--- config.mk ---
export PLATFORM = sky130hd
export DESIGN_NAME = point_double_chain
export DESIGN_NICKNAME = d
export VERILOG_FILES = /design/src/rtl/elliptic_curve_structs.sv /design/src/rtl/point_double_chain_point_double.sv /design/src/rtl/point_double_chain.sv
export SDC_FILE = /design/constraint.sdc
export NUM_CORES = 2
export LEC_CHECK = 0
export BUFFER_PORTS_ARGS = -buffer_cell sky130_fd_sc_hd__clkbuf_2
export CAP_MARGIN = 30
export CORE_MARGIN = 2
export CORE_UTILIZATION = 55
export DETAILED_ROUTE_END_ITERATION = 16
export GPL_ROUTABILITY_DRIVEN = 0
export PLACE_DENSITY_LB_ADDON = 0.2
export SLEW_MARGIN = 20
export SYNTH_ARGS = -nofsm -noshare
export SYNTH_HDL_FRONTEND = slang
export SYNTH_HIERARCHICAL = 1
export SYNTH_SLANG_ARGS = --single-unit
export TNS_END_PERCENT = 1
--- constraint.sdc ---
create_clock -name clk -period 90.4 [get_ports clk]
set_input_delay 27.12 -clock clk [delete_from_list [all_inputs] [get_ports clk]]
set_output_delay 27.12 -clock clk [all_outputs]
set_load 0.02 [all_outputs]
--- src/rtl/elliptic_curve_structs.sv ---
// Shared curve types and GF(p) helpers for the point-doubling datapath.
// Curve: y^2 = x^3 + a*x + b over GF(251), a = 2 (b never enters doubling).
package elliptic_curve_structs;

    localparam int unsigned P_WIDTH = 8;
    localparam logic [P_WIDTH-1:0] P_MOD = 8'd251;
    localparam logic [P_WIDTH-1:0] CURVE_A = 8'd2;

    // Inverse by Fermat: z^-1 = z^(p-2), scanned MSB first
    localparam int unsigned INV_EXP_BITS = P_WIDTH;
    localparam logic [INV_EXP_BITS-1:0] INV_EXP = INV_EXP_BITS'(P_MOD - 8'd2);

    typedef struct packed {
        logic [P_WIDTH-1:0] x;
        logic [P_WIDTH-1:0] y;
    } curve_point_t;

    typedef enum logic [1:0] {IDLE, KICK, WAIT, OUT} chain_state_t;

    function automatic logic [P_WIDTH-1:0] mod_add(input logic [P_WIDTH-1:0] a,
                                                   input logic [P_WIDTH-1:0] b);
        logic [P_WIDTH:0] s;
        s = {1'b0, a} + {1'b0, b};
        if (s >= {1'b0, P_MOD}) s = s - {1'b0, P_MOD};
        return s[P_WIDTH-1:0];
    endfunction

    function automatic logic [P_WIDTH-1:0] mod_sub(input logic [P_WIDTH-1:0] a,
                                                   input logic [P_WIDTH-1:0] b);
        if (a >= b) return a - b;
        return a + (P_MOD - b);
    endfunction

    function automatic logic [P_WIDTH-1:0] mod_mul(input logic [P_WIDTH-1:0] a,
                                                   input logic [P_WIDTH-1:0] b);
        logic [2*P_WIDTH-1:0] prod;
        prod = {{P_WIDTH{1'b0}}, a} * {{P_WIDTH{1'b0}}, b};
        return P_WIDTH'(prod % {{P_WIDTH{1'b0}}, P_MOD});
    endfunction

endpackage

--- src/rtl/point_double_chain_point_double.sv ---
// Affine point doubler over GF(P_MOD); fixed latency of INV_EXP_BITS+1 edges
// from the last reset edge to Done. P must stay stable until Done.
module point_double
    import elliptic_curve_structs::*;
(
    input  logic         clk,
    input  logic         Reset,
    input  curve_point_t P,
    output logic         Done,
    output curve_point_t R
);

    localparam int unsigned STEP_W = $clog2(INV_EXP_BITS + 1);

    logic [STEP_W-1:0]       step;
    logic [INV_EXP_BITS-1:0] exp_sr;
    logic [P_WIDTH-1:0]      inv, inv_sq, inv_next, two_y;
    logic [P_WIDTH-1:0]      x_sq, num, lam, x3, y3;

    always_comb begin
        two_y    = mod_add(P.y, P.y);
        inv_sq   = mod_mul(inv, inv);
        inv_next = exp_sr[INV_EXP_BITS-1] ? mod_mul(inv_sq, two_y) : inv_sq;
        x_sq     = mod_mul(P.x, P.x);
        num      = mod_add(mod_add(x_sq, x_sq), mod_add(x_sq, CURVE_A));
        lam      = mod_mul(num, inv);
        x3       = mod_sub(mod_mul(lam, lam), mod_add(P.x, P.x));
        y3       = mod_sub(mod_mul(lam, mod_sub(P.x, x3)), P.y);
    end

    always_ff @(posedge clk) begin
        if (Reset) begin
            step   <= '0;
            exp_sr <= INV_EXP;
            inv    <= P_WIDTH'(1);
            Done   <= 1'b0;
            R      <= '0;
        end else if (!Done) begin
            if (step != STEP_W'(INV_EXP_BITS)) begin
                inv    <= inv_next;
                exp_sr <= exp_sr << 1;
                step   <= step + STEP_W'(1);
            end else begin
                R.x  <= x3;
                R.y  <= y3;
                Done <= 1'b1;
            end
        end
    end

endmodule

--- src/rtl/point_double_chain.sv ---
// Computes R = (2^k)*P by re-kicking one point_double k times.
// Optional macro POINT_INF_CHECK_EN: (0,0) is infinity, y==0 short-circuits to it.
module point_double_chain
    import elliptic_curve_structs::*;
#(
    parameter int unsigned K_WIDTH = 4
)
(
    input  logic               clk,
    input  logic               Reset,
    input  logic               in_valid,
    output logic               in_ready,
    input  curve_point_t       P,
    input  logic [K_WIDTH-1:0] k,
    output logic               out_valid,
    input  logic               out_ready,
    output curve_point_t       R,
    output logic               busy
);

    chain_state_t       state, state_next;
    curve_point_t       acc, dbl_r;
    logic [K_WIDTH-1:0] cnt, cnt_dec;
    logic               first_wait, dbl_reset, dbl_done, dbl_fire, more_left;
    logic               inf_in, inf_dbl;

`ifdef POINT_INF_CHECK_EN
    assign inf_in  = (P.y == '0);
    assign inf_dbl = (dbl_r.y == '0);
`else
    assign inf_in  = 1'b0;
    assign inf_dbl = 1'b0;
`endif

    assign cnt_dec   = cnt - K_WIDTH'(1);
    assign more_left = (cnt_dec != '0);
    // Done is stale in KICK and the first WAIT cycle, so it only counts afterwards
    assign dbl_fire  = (state == WAIT) && dbl_done && !first_wait;

    always_ff @(posedge clk) begin
        if (Reset) state <= IDLE;
        else       state <= state_next;
    end

    always_comb begin
        state_next = state;
        case (state)
            IDLE: if (in_valid) state_next = (k != '0 && !inf_in) ? KICK : OUT;
            KICK: state_next = WAIT;
            WAIT: if (dbl_fire) state_next = (more_left && !inf_dbl) ? KICK : OUT;
            OUT:  if (out_ready) state_next = IDLE;
            default: state_next = IDLE;
        endcase
    end

    always_comb begin
        in_ready  = (state == IDLE);
        busy      = (state != IDLE);
        out_valid = (state == OUT);
        dbl_reset = (state == KICK);
        R         = acc;
    end

    always_ff @(posedge clk) begin
        if (Reset) begin
            acc        <= '0;
            cnt        <= '0;
            first_wait <= 1'b0;
        end else begin
            first_wait <= (state == KICK);
            if (state == IDLE && in_valid) begin
                acc <= (k != '0 && inf_in) ? curve_point_t'('0) : P;
                cnt <= k;
            end else if (dbl_fire) begin
                acc <= (more_left && inf_dbl) ? curve_point_t'('0) : dbl_r;
                cnt <= cnt_dec;
            end
        end
    end

    point_double u_point_double (
        .clk   (clk),
        .Reset (Reset | dbl_reset),
        .P     (acc),
        .Done  (dbl_done),
        .R     (dbl_r)
    );

endmodule

After elaboration in Yosys (flattened, before gate mapping):

Index checks and enable logic that the tools add are counted.

* register bits after elaboration: 60
* input port bits: 24
* word-level logic and storage cells: 101
* output and inout port bits: 19

* reductions and logical operators: 12
* bitwise operators: 3
* order comparisons: 8
* muxes and demuxes: 27
* add/sub/neg operators: 21
* eq/ne operators: 7
* $mul: 6
* div/mod/pow operators: 6

Operator list (count)
* $mod A16 B8 Y16 const B: 6
* $mul A8 B8 Y16: 6
* $mux W8: 12
* $ge A9 B8 Y1 const B: 5
* $sub A8 B8 Y8 const B: 5
* $add A8 B8 Y9: 4
* $mux W16: 2
* $add A8 B8 Y8: 3
* $ge A8 B8 Y1: 3
* $sub A8 B8 Y8: 3
* $sub A8 B8 Y8 const A: 3
* $mux W2: 5
* $add A8 B2 Y9 const B: 1
* $mux W4: 2
* $pmux W2 S4: 1
* $reduce_bool A4 Y1: 2
* $mux W1: 5
* $add A4 B1 Y4 const B: 1
* $eq A2 B2 Y1 const B: 2
* $ne A2 B2 Y1 const B: 2
* $ne A4 B4 Y1 const B: 1
* $reduce_and A2 Y1: 2
* $reduce_bool A2 Y1: 2
* $sub A4 B1 Y4 const B: 1
* other kinds (8): 11

Longest topological paths before layout:

* depth in word-level cells: 23
* gate-level depth with buffers: 275
* depth with buffers taken out: 256

Hierarchy:

Netlist, hierarchy kept.

Modules (own cells, without submodules)
* point_double: sequential area each 740.7 µm², cells an instance 4179, times used 1, area an instance 30155.2 µm²
* point_double_chain: sequential area each 460.4 µm², cells an instance 137, times used 1, area an instance 1153.6 µm²

Least setup slack after synthesis:

Ideal clock, no wire load.

* kind: register to register
* start point: register, netlist name R[8]
* end point: register u_point_double/R[7] (netlist bit)
* required time: 90278 ps
* path slack: 28294 ps
* period minus slack after synthesis: 62106 ps
* data arrival time: 61984 ps
* cell stages (with the launch flop): 253
* buffers on the path: 16
* library setup time: 122 ps
* cells stage by stage: dfxtp_1 > clkbuf_1 > nand2_1 > fa_1 > inv_1 > fa_1 > ha_1 > fa_1 > ha_1 > nor2b_1 > o21ai_0 > a21boi_1 > o21ai_0 > a21boi_1 > o21ai_0 > a21boi_0 > o21ai_1 > nand2_1 > (+217 left out) > xor2_1 > ha_1 > nor3_1 > a21oi_1 > a41o_1 > mux2_2 > ha_1 > ha_1 > fa_1 > a21o_1 > a21oi_1 > o21bai_1 > a21oi_1 > xor2_1 > nand2_1 > nand2_1 > mux2i_1 > a311o_1

RTL lines
* end, declared: line point_double_chain_point_double.sv:10 `output curve_point_t R`

==> results by group <==
Timing
  – Slew Limit Headroom: 34.7%
  – Tcrit/Tclk final: 76.4%
  – Final hold vios: 0
  – Setup ws final: 21.32 ns
  – Tightest Pin Transition: 0.952 ns
  – Fmax achieved: 14.5 MHz
  – Unrepaired setup endpoints after global routing: no
  – Final setup viols: 0
  – Tmin final: 69.08 ns
  – Worst clock skew: 0.00771 ns
  – Setup_tns: 0 ns
  – Slew Viols, Final: 0

Floorplan
  – IO Count: 43
  – Die height: 243 microns
  – Die area: 58800 sq um
  – Die width: 243 microns
  – # rows: 87
  – Starting Density: 55.5%
  – Core area: 56400 sq um

Run status
  – Outcome: completed

Worst setup path
  – CP peak stage delay: 0.80 ns
  – Top cell by count, worst path: a21oi_1
  – Slowest CP cell: dfxtp_1
  – Flop2flop setup slack: 21.32 ns
  – Worst path arrival time: 69.31 ns
  – Worst Path Buf+Inv: 27
  – CP Class: flop to flop
  – Worst-path fanout max: 19
  – Crit path max-delay family: compound AO/OA/AOI/OAI gates
  – Worst setup SP type: flop
  – Crit end category: flop
  – Worst EP required: 90.62 ns

Clock tree
  – Hold Buf Count CTS: 0
  – Post-CTS setup buffer count: 0
  – CTS tree: done
  – Root buf cell: clkbuf_16
  – CTS Sinks: 60
  – H-Tree Depth: 3
  – Clock latency at the later pin of the worst-skew pair: 0.34 ns
  – Clk pin slew, worst setup/hold paths: 0.06 ns
  – Post-cts sizing count: 0
  – Clock buffer depth: 2
  – CTS Buf Count: 9

Logic synthesis
  – Yosys warns: 6
  – Synth Net Count: 4818
  – Post-synth ARST share: 0%
  – Syn Inst Count: 4316
  – Register bit total from synthesis: 60
  – Synth Flop Type: dfxtp_1
  – Register area share after synthesis: 3.84%
  – EDFF count, synth: 0
  – Yosys cell types: 134
  – Post-Syn Area: 31300 sq um
  – Syn avg cell area: 7.25 sq um

Global routing
  – Overflow after GRT: 0
  – First-pass GRT wire length: 132000 microns
  – Vias in the first global route: 27600
  – Largest net degree at the start of global routing: 32
  – Tot GR Track Use: 25.3%
  – Initial antenna violation count: 2

Routing
  – Mean routed wirelength per cell: 15.3 microns
  – 1st-pass router iterations: 6
  – Post-Route WL: 77000 microns
  – Initial DRC Count: 2004
  – DRC viols: 0
  – Drt via density: 6.00
  – Detailed-route via count: 30300
  – Post-route ant nets: 0

Final layout
  – Antenna cells: 0
  – Filler Cells Inserted: 5461
  – Reg area: 1200 sq um
  – Layout area overhead: 3.77%
  – Nets: 4782
  – Area occupied by multi-input gates: 27900 sq um
  – Share of post-route cells with drive strength above 1: 6.88%

Placed design
  – Final HPWL DP: 62700 microns
  – DP Worst Slack: 20.26 ns
  – Port Buffers: 42

Job
  – Max cap viols: 0

Worst hold path
  – HP Class: flop to flop
routing by layer:
metal	track usage (%)	up-vias	part of all wire, %
met4	4.94	2	1.7
met5	0	-	0.018
met1	36.6	14100	49
met2	41.7	767	45
met3	1.60	75	4.4
li1	-	15300	-
cells in the mapped netlist, drive strengths merged (33+ instances only):
cell    instances  share of area, %
inv           438               5.3
nand3          93               1.5
a21o           56               1.3
or3            35              0.72
nand2         421               5.1
nor2          443               5.3
nor3           91               1.5
and3           48              0.96
o211ai         64               1.6
and2          103               2.1
nor2b          65               1.3
ha            285                11
mux2i          87               2.8
a21oi         272               4.4
nand2b         52               1.0
mux2           34               1.2
a211oi         48               1.2
o21a           35              0.84
dfxtp          60               3.8
o21ai         226               3.6
nor4           34              0.79
xnor2         253               7.1
xor2           75               2.1
or2            65               1.3
fa            193                12
a31oi          57               1.3
buf            33              0.66
nand4          39              0.78
clkbuf         95               1.1
cell families (layout without fill, tap and decap cells):
kind of cell	count (synthesis)	in the layout	synth area share (%)
flops	60	60	3.84
buf+inv	572	541	7.12
xor+xnor	331	331	9.46
mux	121	121	4.06
compound gates	1163	1163	26.5
fa+ha+maj	500	500	24.4
simple gates	1569	1569	24.6
layout by cell type (no fill, tap or decap), types with 61 or more instances in the layout:
cell type | synthesis | routed
nor2_1 | 441 | 440
inv_1 | 437 | 437
nand2_1 | 420 | 420
ha_1 | 285 | 285
a21oi_1 | 267 | 267
xnor2_1 | 250 | 249
o21ai_0 | 194 | 194
fa_1 | 193 | 193
and2_1 | 99 | 99
nand3_1 | 93 | 93
nor3_1 | 90 | 90
mux2i_1 | 84 | 84
xor2_1 | 75 | 75
nor2b_1 | 65 | 65
o211ai_1 | 62 | 62
or2_2 | 61 | 61
area by class of cell:
| class | count | area share, % |
|---|---|---|
| clock inverters | 7 | 0.231 |
| clock buffers | 9 | 0.693 |
| multi-input cells | 3684 | 85.8 |
| inverters | 444 | 5.13 |
| well taps | 756 | 2.91 |
| flip-flops and latches | 60 | 3.70 |
| repair buffers | 81 | 1.50 |
final timing paths:
| kind | start | to | cells past startpoint |
|---|---|---|---|
| min reg2reg | u_point_double/exp_sr[0] | u_point_double/exp_sr[0] | 2 |
| max reg2reg | R[9] | u_point_double/R[7] | 251 |
| min | u_point_double/exp_sr[0] | u_point_double/exp_sr[0] | 2 |
| max | R[9] | u_point_double/R[7] | 251 |
registers in the layout, summed over array words and instances, names as in the netlist:
signal	cells
u_point_double/R	16
u_point_double/exp_sr	8
R	16
cnt	4
state	2
first_wait	1
u_point_double/inv	8
u_point_double/step	4
u_point_double/Done	1
worst register-to-register path, delay by kind of cell, from the launching register on:
family / cells / cell delay [ns]
xor gates and xnor gates: 17 / 5.09
DFF: 1 / 0.80
muxes: 13 / 5.63
adders and majority gates: 39 / 14.90
buffers and inverters: 27 / 3.07
and+or+nand+nor: 55 / 12.17
AOI/OAI and AO/OA: 100 / 27.29
stage by stage:
stage,instances,hold slack [ns],cell area [sq um],util [%]
floorplan,4316,0.423,31300,-
global placement,5010,0.434,32100,56.9
detailed placement,5014,0.437,32100,57.0
CTS,5030,0.447,32400,57.5
global route,5041,0.472,32500,57.6
finish,5041,0.443,32500,57.6
Power is not shown: default switching activity piles up to over one toggle a cycle in this logic, so the estimate is an artifact.
